`src/rtl/cdc_pkg.sv`:
```
// Shared definitions for the clock-domain-crossing handshake blocks.
package cdc_pkg;

    typedef enum logic [1:0] {
        IDLE   = 2'd0,
        REQ_HI = 2'd1,
        REQ_LO = 2'd2
    } hs4_state_e;

    localparam int SYNC_STAGES = 2;

endpackage

```
`src/rtl/sync_cell.sv`:
```
// Multi-flop level synchronizer for a single asynchronous bit.
module sync_cell
    import cdc_pkg::*;
#(
    parameter int STAGES = SYNC_STAGES
) (
    input  logic clk,
    input  logic rst_n,
    input  logic in,
    output logic out
);

    logic [STAGES-1:0] sync_q;

    always_ff @(posedge clk or negedge rst_n) begin
        if (!rst_n) begin
            sync_q <= '0;
        end else begin
            sync_q <= {sync_q[STAGES-2:0], in};
        end
    end

    assign out = sync_q[STAGES-1];

endmodule

```
`src/rtl/hs4_req_tx.sv`:
```
// Source-side initiator of a 4-phase req/ack handshake that carries one word
// into an unrelated clock domain, with an optional abort when ack never arrives.
module hs4_req_tx
    import cdc_pkg::*;
#(
    parameter  int DW      = 8,
    parameter  int TIMEOUT = 255,
    localparam int CNT_W   = (TIMEOUT > 0) ? $clog2(TIMEOUT + 1) : 1
) (
    input  logic          clk,
    input  logic          rst_n,
    input  logic          in_valid,
    output logic          in_ready,
    input  logic [DW-1:0] in_data,
    output logic [DW-1:0] data_d,
    output logic          req_d,
    input  logic          ack_a,
    output logic          done,
    output logic          err,
    output logic          busy
);

    localparam bit               TO_EN    = (TIMEOUT != 0);
    localparam logic [CNT_W-1:0] CNT_LAST = CNT_W'((TIMEOUT > 0) ? TIMEOUT - 1 : 0);

    hs4_state_e       state;
    logic [CNT_W-1:0] count;
    logic             abort_q;
    logic             ack_s;

    sync_cell #(.STAGES(SYNC_STAGES)) u_ack_sync (
        .clk   (clk),
        .rst_n (rst_n),
        .in    (ack_a),
        .out   (ack_s)
    );

    // A stale ack still high from the remote side must fall before a new word is taken.
    assign in_ready = rst_n & (state == IDLE) & ~ack_s;
    assign busy     = (state != IDLE);

    always_ff @(posedge clk or negedge rst_n) begin
        if (!rst_n) begin
            state   <= IDLE;
            req_d   <= 1'b0;
            data_d  <= '0;
            done    <= 1'b0;
            err     <= 1'b0;
            count   <= '0;
            abort_q <= 1'b0;
        end else begin
            done <= 1'b0;
            err  <= 1'b0;
            case (state)
                IDLE: begin
                    if (in_valid && in_ready) begin
                        data_d  <= in_data;
                        req_d   <= 1'b1;
                        count   <= '0;
                        abort_q <= 1'b0;
                        state   <= REQ_HI;
                    end
                end
                REQ_HI: begin
                    if (count != '1) begin
                        count <= count + 1'b1;
                    end
                    // A real ack wins over a timeout landing in the same cycle.
                    if (ack_s) begin
                        req_d   <= 1'b0;
                        abort_q <= 1'b0;
                        state   <= REQ_LO;
                    end else if (TO_EN && (count == CNT_LAST)) begin
                        req_d   <= 1'b0;
                        abort_q <= 1'b1;
                        state   <= REQ_LO;
                    end
                end
                REQ_LO: begin
                    if (!ack_s) begin
                        state <= IDLE;
                        done  <= ~abort_q;
                        err   <= abort_q;
                    end
                end
                default: begin
                    state <= IDLE;
                end
            endcase
        end
    end

endmodule
```
`config.mk`:
```
export PLATFORM = sky130hd
export DESIGN_NAME = hs4_req_tx
export DESIGN_NICKNAME = d
export VERILOG_FILES = /design/src/rtl/cdc_pkg.sv /design/src/rtl/sync_cell.sv /design/src/rtl/hs4_req_tx.sv
export SDC_FILE = /design/constraint.sdc
export NUM_CORES = 1
export LEC_CHECK = 0
export CAP_MARGIN = 30
export CORE_MARGIN = 1
export CORE_UTILIZATION = 28
export DETAILED_ROUTE_END_ITERATION = 6
export GPL_TIMING_DRIVEN = 0
export SYNTH_ARGS = -nofsm -noshare
export SYNTH_HDL_FRONTEND = slang
export SYNTH_SLANG_ARGS = --single-unit
```
`constraint.sdc`:
```
create_clock -name clk -period 4.65 [get_ports clk]
set_input_delay 0.6975 -clock clk [delete_from_list [all_inputs] [get_ports clk]]
set_output_delay 0.6975 -clock clk [all_outputs]
set_load 0.01 [all_outputs]
```
# == Word-level counts from Yosys, hierarchy flattened ==
# Cells that the tools add are included.
# word_totals
input_bits,12
elab_cells,49
regBits,24
output_inout_bits,13
# classes
n_mux,20
bitwise_logic,4
add_sub_neg,1
n_reduce_logical,8
n_eq_ne,8
# op_table
cell,count
2-to-1 mux 8 bit,2
case mux 8 bit (2 select lines),1
2-to-1 mux 1 bit,10
AND reduction 3 bit,3
"adder 8 x 1 -> 8 bit, second input constant",1
"== test 8 bit, second input constant",1
2-to-1 mux 2 bit,4
"!= test 8 bit, second input constant",1
case mux 2 bit (3 select lines),1
"!= test 2 bit, second input constant",2
case mux 1 bit (2 select lines),2
nonzero test 2 bit,2
"!= test 3 x 2 -> 1 bit, second input constant",1
AND 1 bit,2
"== test 2 x 1 -> 1 bit, second input constant",1
"== test 2 bit, second input constant",1
zero test 2 bit,1
"!= test 2 x 1 -> 1 bit, second input constant",1
inverter 1 bit,2
AND reduction 2 bit,1
logical AND 1 bit,1

# == Logic depth before layout (Yosys ltp) ==
# Gate-level depths: netlist of the first run.
# depth
depth_word,6
mapped_depth,7
ltp_nobuf,5

# == By module ==
# A second synthesis of the first run with hierarchy kept.
# unflattened
hier_cells,107
area_unflattened_um2,1079.8
# by_module_without_submodules
mod,area_each_um2,cells_each,seq_area_each_um2,instances
hs4_req_tx,1029.7,105,550.5,1
sync_cell,50.0,2,50.0,1

# == Worst setup path before layout of the first run ==
# Ideal clock, no wire load.
# synth_timing
path_type,reg2out
startpoint,register state[0]
endpoint,output port in_ready
t_required_ps,3953
stages_incl_launch_ff,5
path_buffers,2
t_arrival_ps,1176
path_slack_ps,2776
cell_sequence,dfrtp_1 > buf_6 > or2_1 > buf_6 > nor3b_1
# synth_via
elab_chain_len,3
# synth_lines
item,line,text
from (decl),hs4_req_tx.sv:26,hs4_state_e state;
from (signal assigned),hs4_req_tx.sv:44,state <= IDLE;
from (signal assigned),hs4_req_tx.sv:61,state <= REQ_HI;
from (signal assigned),hs4_req_tx.sv:72,state <= REQ_LO;
zero test 2 bit,hs4_req_tx.sv:39,assign in_ready = rst_n & (state == IDLE) & ~ack_s;
AND 1 bit (2 in series),hs4_req_tx.sv:39,
to (decl),hs4_req_tx.sv:13,"output logic in_ready,"
# No other way between the ends.

# == Worst setup path after layout of the first run ==
# layout_timing
startpoint,input port rst_n
endpoint,output port in_ready
# layout_via
elab_chain_len,2
# layout_lines
item,line,text
from (decl),hs4_req_tx.sv:11,"input logic rst_n,"
AND 1 bit (2 in series),hs4_req_tx.sv:39,
# No other way between the ends.

==> results.sh, run 1 <==
export IMPL_status="completed"
export IMPL_grt_pass1_vias=856
export IMPL_grt_max_degree=18
export IMPL_wl_per_cell_um=12.36
export IMPL_initial_utilization=0.3009
export IMPL_dr_pass1_iters=4
export IMPL_layout_drive_gt1_share=0.1029
export IMPL_rr_startpoint="count[1]$_DFFE_PN0P_"
export IMPL_async_flop_share=1.000
export IMPL_post_cts_buffers=0
export IMPL_holdPathEnd="u_ack_sync.sync_q[1]$_DFF_PN0_"
export IMPL_ctsLongestPathBuffers=2
export IMPL_clk_pin_slew_ns=0.08
export IMPL_worstHoldPathCells=0
export IMPL_nNetsFinal=152
export IMPL_cp_start_kind="input port"
export IMPL_drv_cap=0
export IMPL_port_buffers=24
export IMPL_synth_ff_type="dfrtp_1"
export IMPL_num_vias=860
export IMPL_finalSetupViolCount=0
export IMPL_reg2reg_depth=5
export IMPL_min_period_over_period=0.6542
export IMPL_cp_arrival_ns=2.34
export IMPL_htreeDepth=1
export IMPL_cts_tree="yes"
export IMPL_cts_buffers_inserted=3
export IMPL_design_die_area_um2=4312
export IMPL_path_class="in2out"
export IMPL_io_pins=25
export IMPL_cts_root_buf="clkbuf_8"
export IMPL_hold_buffers=0
export IMPL_synth_xor_area_frac=0
export IMPL_whs_ns=0.3538
export IMPL_finalWorstPathRequiredPeriod_ns=3.042
export IMPL_leakagePower_nw=0.6894
export IMPL_ys_seq_area_frac=0.5292
export IMPL_antenna_found_initial=0
export IMPL_fmax_ghz=0.3287
export IMPL_synth_compound_area_frac=0.09261
export IMPL_post_cts_resized=0
export IMPL_num_antenna_cells=0
export IMPL_worstSetupEndpointType="primary output"
export IMPL_synthAdderAreaFrac=0.02205
export IMPL_die_width_um=65.67
export IMPL_synth_avg_cell_area_um2=10.51
export IMPL_synth_seq_cells=24
export IMPL_syn_area_um2=1135
export IMPL_fp_row_count=22
export IMPL_hold_path_class="reg2reg"
export IMPL_grt_use_total=0.1256
export IMPL_syn_nets=122
export IMPL_power_w=0.0005574
export IMPL_dieHeight_um=65.67
export IMPL_clock_sinks=24
export IMPL_syn2layout_area_growth_pct=32.52
export IMPL_gr_total_overflow=0
export IMPL_crit_required_ns=3.95
export IMPL_coreArea_um2=3771
export IMPL_ys_warn_count=0
export IMPL_clock_latency_ns=0.26
export IMPL_rsz0062_at_grt="false"
export IMPL_fin_skew_ns=0.002958
export IMPL_drv_slew=0
export IMPL_synth_simple_area_share=0.2525
export IMPL_tns_ns=0
export IMPL_worst_pin_slew_ns=0.5725
export IMPL_synth_cell_types=29
export IMPL_muxShareOfSynthArea=0.05733
export IMPL_peakVddDrop_mv=0.1548
export IMPL_via_per_inst=4.674
export IMPL_r2r_slack_ns=2.88
export IMPL_syn_inst=108
export IMPL_place_congestion=0.8017
export IMPL_ant_nets=0
export IMPL_power_density_nw_per_um2=370.6
export IMPL_drc=0
export IMPL_drt_wl_total_um=2275
export IMPL_grt_pass1_wl_um=4071
export IMPL_hp_start="u_ack_sync.sync_q[0]$_DFF_PN0_"
export IMPL_reg2reg_to="count[1]$_DFFE_PN0P_"
export IMPL_initialDrtViolationCount=15
export IMPL_cp_max_fo=10
export IMPL_synth_edf_count=0
export IMPL_synth_top_family_by_area="simple AND/OR/NAND/NOR gates"
export IMPL_relSlewSlack=0.6172
export IMPL_hold_viol=0
export IMPL_dp_hpwl_um=1691
critical path, cell delays in order:
cell	delay, ns
clkdlybuf4s50_1	0.83
nor3b_1	0.25
clkdlybuf4s50_1	0.56
power by group:
group	switching (W)	total, W	internal (W)
clock network	0.0000610	0.000119	0.0000578
logic	0.0000658	0.000153	0.0000872
registers	0.0000372	0.000286	0.000248
total	0.000164	0.000557	0.000393
layout make-up:
| cell class | count | area (um2) |
|---|---|---|
| Timing Repair Buffer | 25 | 267.8 |
| Inverter | 5 | 18.77 |
| Sequential cell | 24 | 600.6 |
| Fill cell | 365 | 2267 |
| Clock buffer | 3 | 41.29 |
| Tap cell | 48 | 60.06 |
| Multi-Input combinational cell | 76 | 481.7 |
| Buffer | 3 | 33.78 |
worst max path at each step:
stage	depth (start not counted)	to	startpoint
3_5_place_dp	3	in_ready	rst_n
5_1_grt	3	in_ready	rst_n
3_3_place_gp	3	in_ready	rst_n
6_report	3	in_ready	rst_n
4_1_cts	3	in_ready	rst_n
2_1_floorplan	4	in_ready	state[0]$_DFFE_PN0P_
state kept, by name, summed over array words and instances (netlist names):
register           count
abort_q                1
count                  8
data_d                 8
done                   1
err                    1
req_d                  1
state                  2
u_ack_sync.sync_q      2
synthesized netlist by cell type, drive strengths merged, types with 2 or more instances:
cell type / n / area, um2
nand3: 2 / 10.01
nor4b: 2 / 17.52
nand4: 3 / 18.77
ha: 2 / 25.02
buf: 3 / 33.78
a31oi: 2 / 12.51
o21a: 2 / 15.01
a21oi: 2 / 10.01
o21ai: 3 / 15.01
mux2i: 5 / 50.05
or2: 3 / 21.27
nand2: 33 / 123.9
nor2: 5 / 35.03
dfrtp: 24 / 600.6
inv: 5 / 18.77
per-layer routing:
layer | vias up | share of wire | track usage
met5 | - | 0 | 0
met4 | 0 | 0.023 | 0.06522
met3 | 4 | 0.030 | 0.02083
met2 | 18 | 0.46 | 0.1952
met1 | 411 | 0.49 | 0.1658
li1 | 427 | - | -
stage by stage:
| stage | setup slack, ns | area, um2 | std cells | util |
|---|---|---|---|---|
| floorplan | 2.776 | 1135 | 108 | - |
| global placement | 1.075 | 1435 | 180 | 0.3806 |
| detailed placement | 1.600 | 1463 | 181 | 0.3879 |
| CTS | 1.579 | 1504 | 184 | 0.3988 |
| global route | 1.507 | 1504 | 184 | 0.3988 |
| finish | 1.608 | 1504 | 184 | 0.3988 |
placed cells by master (no fill, tap or decap), types with 3 or more instances in the layout:
cell type        instances
nor2_1                   4
clkbuf_8                 3
mux2i_1                  5
inv_1                    5
o21ai_0                  3
nand2_1                 33
buf_6                    3
clkdlybuf4s50_1         24
nand4_1                  3
dfrtp_1                 24
logic make-up after synthesis:
logic type	Yosys count
and+or+nand+nor	54
DFF	24
AOI/OAI and AO/OA	14
buffers and inverters	8
muxes	6
adders and majority gates	2
(Power assumes the default switching activity.)
==> run 2: changes to the inputs <==
- clock period: 4.65 -> 2.65 ns (I/O delays scaled with it)
==> results of run 2 <==
The final DEF is identical to that of run 1. Status: completed.
Among the figures that moved: setup slack after placement 1.600 ns -> 0.1999 ns; setup slack after layout 1.608 ns -> 0.2079 ns; register-to-register setup slack 2.88 ns -> 0.88 ns; total power 0.0005574 W -> 0.0009781 W; worst IR drop on VDD 0.1548 mV -> 0.2716 mV
==> run 3: changes to the inputs <==
- CORE_MARGIN: 1 -> unset
- DONT_BUFFER_PORTS: unset -> 1
==> results.sh, run 3 (same netlist as run 1, synthesis figures left out) <==
export IMPL_path_class="reg2out"
export IMPL_finalWorstPathRequiredPeriod_ns=1.917
export IMPL_busiest_layer="met2"
export IMPL_nNetsFinal=129
export IMPL_worstHoldPathCells=0
export IMPL_num_antenna_cells=0
export IMPL_ctsLongestPathBuffers=2
export IMPL_cp_arrival_ns=1.52
export IMPL_fp_row_count=22
export IMPL_place_congestion=0.7756
export IMPL_dieHeight_um=65.67
export IMPL_grt_pass1_vias=865
export IMPL_whs_ns=0.1469
export IMPL_dp_hpwl_um=1618
export IMPL_cts_tree="yes"
export IMPL_post_place_cells=156
export IMPL_antenna_found_initial=0
export IMPL_drv_cap=0
export IMPL_seqCellArea_um2=600.6
export IMPL_initial_utilization=0.3009
export IMPL_tns_ns=0
export IMPL_hold_viol=0
export IMPL_gr_usage_met1=0.1580
export IMPL_initialDrtViolationCount=18
export IMPL_dr_pass1_iters=4
export IMPL_layout_drive_gt1_share=0.1316
export IMPL_reg2reg_depth=5
export IMPL_fmax_ghz=0.5217
export IMPL_stdcell_area_um2=1280
export IMPL_grt_use_total=0.1256
export IMPL_min_period_over_period=0.7234
export IMPL_r2r_slack_ns=0.87
export IMPL_htreeDepth=1
export IMPL_clock_latency_ns=0.27
export IMPL_cp_start_kind="register"
export IMPL_design_die_area_um2=4312
export IMPL_coreArea_um2=3771
export IMPL_relSlewSlack=0.7434
export IMPL_holdPathEnd="u_ack_sync.sync_q[0]$_DFF_PN0_"
export IMPL_post_cts_buffers=0
export IMPL_drt_wl_total_um=2292
export IMPL_via_per_inst=4.864
export IMPL_reg_top3="count: 8 flops, data_d: 8 flops"
export IMPL_leakagePower_nw=0.6065
export IMPL_p_int_w=0.0006417
export IMPL_dpl_cell_area_um2=1195
export IMPL_drc=0
export IMPL_cts_buffers_inserted=3
export IMPL_seq_power_share=0.564
export IMPL_p_clk_frac=0.271
export IMPL_swShare=0.3118
export IMPL_grt_use_met2=0.2003
export IMPL_clock_sinks=24
export IMPL_die_width_um=65.67
export IMPL_p_sw_w=0.0002907
export IMPL_hold_path_class="in2reg"
export IMPL_wl_per_cell_um=14.15
export IMPL_reg2reg_to="count[1]$_DFFE_PN0P_"
export IMPL_final_cell_mix="nand2_1 (33), dfrtp_1 (24), inv_1 (5), mux2i_1 (5)"
export IMPL_status="completed"
export IMPL_peakVddDrop_mv=0.3133
export IMPL_path_common_cell="buf_6"
export IMPL_grt_pass1_wl_um=3988
export IMPL_io_pins=25
export IMPL_num_vias=788
export IMPL_power_density_nw_per_um2=728.4
export IMPL_finalSetupViolCount=0
export IMPL_layout_commonest_cell="nand2_1"
export IMPL_gr_total_overflow=0
export IMPL_combPwrFrac=0.165
export IMPL_worstSetupEndpointType="primary output"
export IMPL_fin_cells=162
export IMPL_met3_usage=0.03125
export IMPL_rsz0062_at_grt="false"
export IMPL_hp_start="ack_a"
export IMPL_slowest_stage="dfrtp_1"
export IMPL_cp_max_fo=9
export IMPL_port_buffers=0
export IMPL_crit_required_ns=2.25
export IMPL_grt_max_degree=25
export IMPL_rr_startpoint="count[1]$_DFFE_PN0P_"
export IMPL_worst_pin_slew_ns=0.3841
export IMPL_syn2layout_area_growth_pct=12.79
export IMPL_fin_skew_ns=0.001009
export IMPL_ant_nets=0
export IMPL_crit_path_cell_trace="buf_6 -> or2_1 -> buf_6 -> nor3b_1"
export IMPL_multi_input_area_um2=481.7
export IMPL_fillers=379
export IMPL_cts_root_buf="clkbuf_8"
export IMPL_critPathMaxStageDelay_ns=0.38
export IMPL_drv_slew=0
export IMPL_clk_pin_slew_ns=0.08
-- run 3: critical path, delay by kind of cell (launching register included) --
| family | cells | cell delay [ns] |
|---|---|---|
| buf+inv | 2 | 0.27 |
| flops | 1 | 0.38 |
| simple gates | 2 | 0.59 |
-- run 3: per-layer routing --
layer	vias up	wire (um)
met5	-	0
met1	384	1069
met3	4	118
li1	380	-
met2	20	1060
met4	0	44
-- run 3: worst max-delay path by stage --
stage                            to                  from  cells past startpoint
2_1_floorplan  count[1]$_DFFE_PN0P_  count[1]$_DFFE_PN0P_                      5
3_5_place_dp   count[1]$_DFFE_PN0P_  count[1]$_DFFE_PN0P_                      5
5_1_grt                    in_ready  state[0]$_DFFE_PN0P_                      4
4_1_cts                    in_ready  state[0]$_DFFE_PN0P_                      4
3_3_place_gp   count[1]$_DFFE_PN0P_  count[1]$_DFFE_PN0P_                      5
6_report                   in_ready  state[0]$_DFFE_PN0P_                      4
-- run 3: power groups by stage --
| stage | logic (W) | registers [W] | clock network, W |
|---|---|---|---|
| after global routing | 0.000181 | 0.000539 | 0.000273 |
| after global placement | 0.000136 | 0.000525 | 0 |
| after detailed placement | 0.000144 | 0.000532 | 0 |
| after floorplan | 0.000121 | 0.000511 | 0 |
| final | 0.000154 | 0.000525 | 0.000253 |
| after CTS | 0.000158 | 0.000526 | 0.000259 |
-- run 3: area by class of cell --
type | instances | area share
repair buffers | 2 | 0.02346
flip-flops and latches | 24 | 0.4692
clock buffers | 4 | 0.04301
well taps | 48 | 0.04692
plain buffers | 3 | 0.02639
inverters | 5 | 0.01466
multi-input cells | 76 | 0.3763
-- run 3: metrics by stage --
stage / power, W / util / setup slack (ns)
2_1_floorplan: 0.0006325 / - / 1.038
3_3_place_gp: 0.0006614 / 0.3169 / 0.9476
3_5_place_dp: 0.0006767 / 0.3169 / 0.8842
4_1_cts: 0.0009419 / 0.3394 / 0.7130
5_1_grt: 0.0009924 / 0.3394 / 0.6640
6_report: 0.0009323 / 0.3394 / 0.7330
-- run 3: repair_timing --
action,4_1_cts,5_1_grt
hold buffers,2,0
gates resized for setup,0,0
hold endpoints to repair,24,0
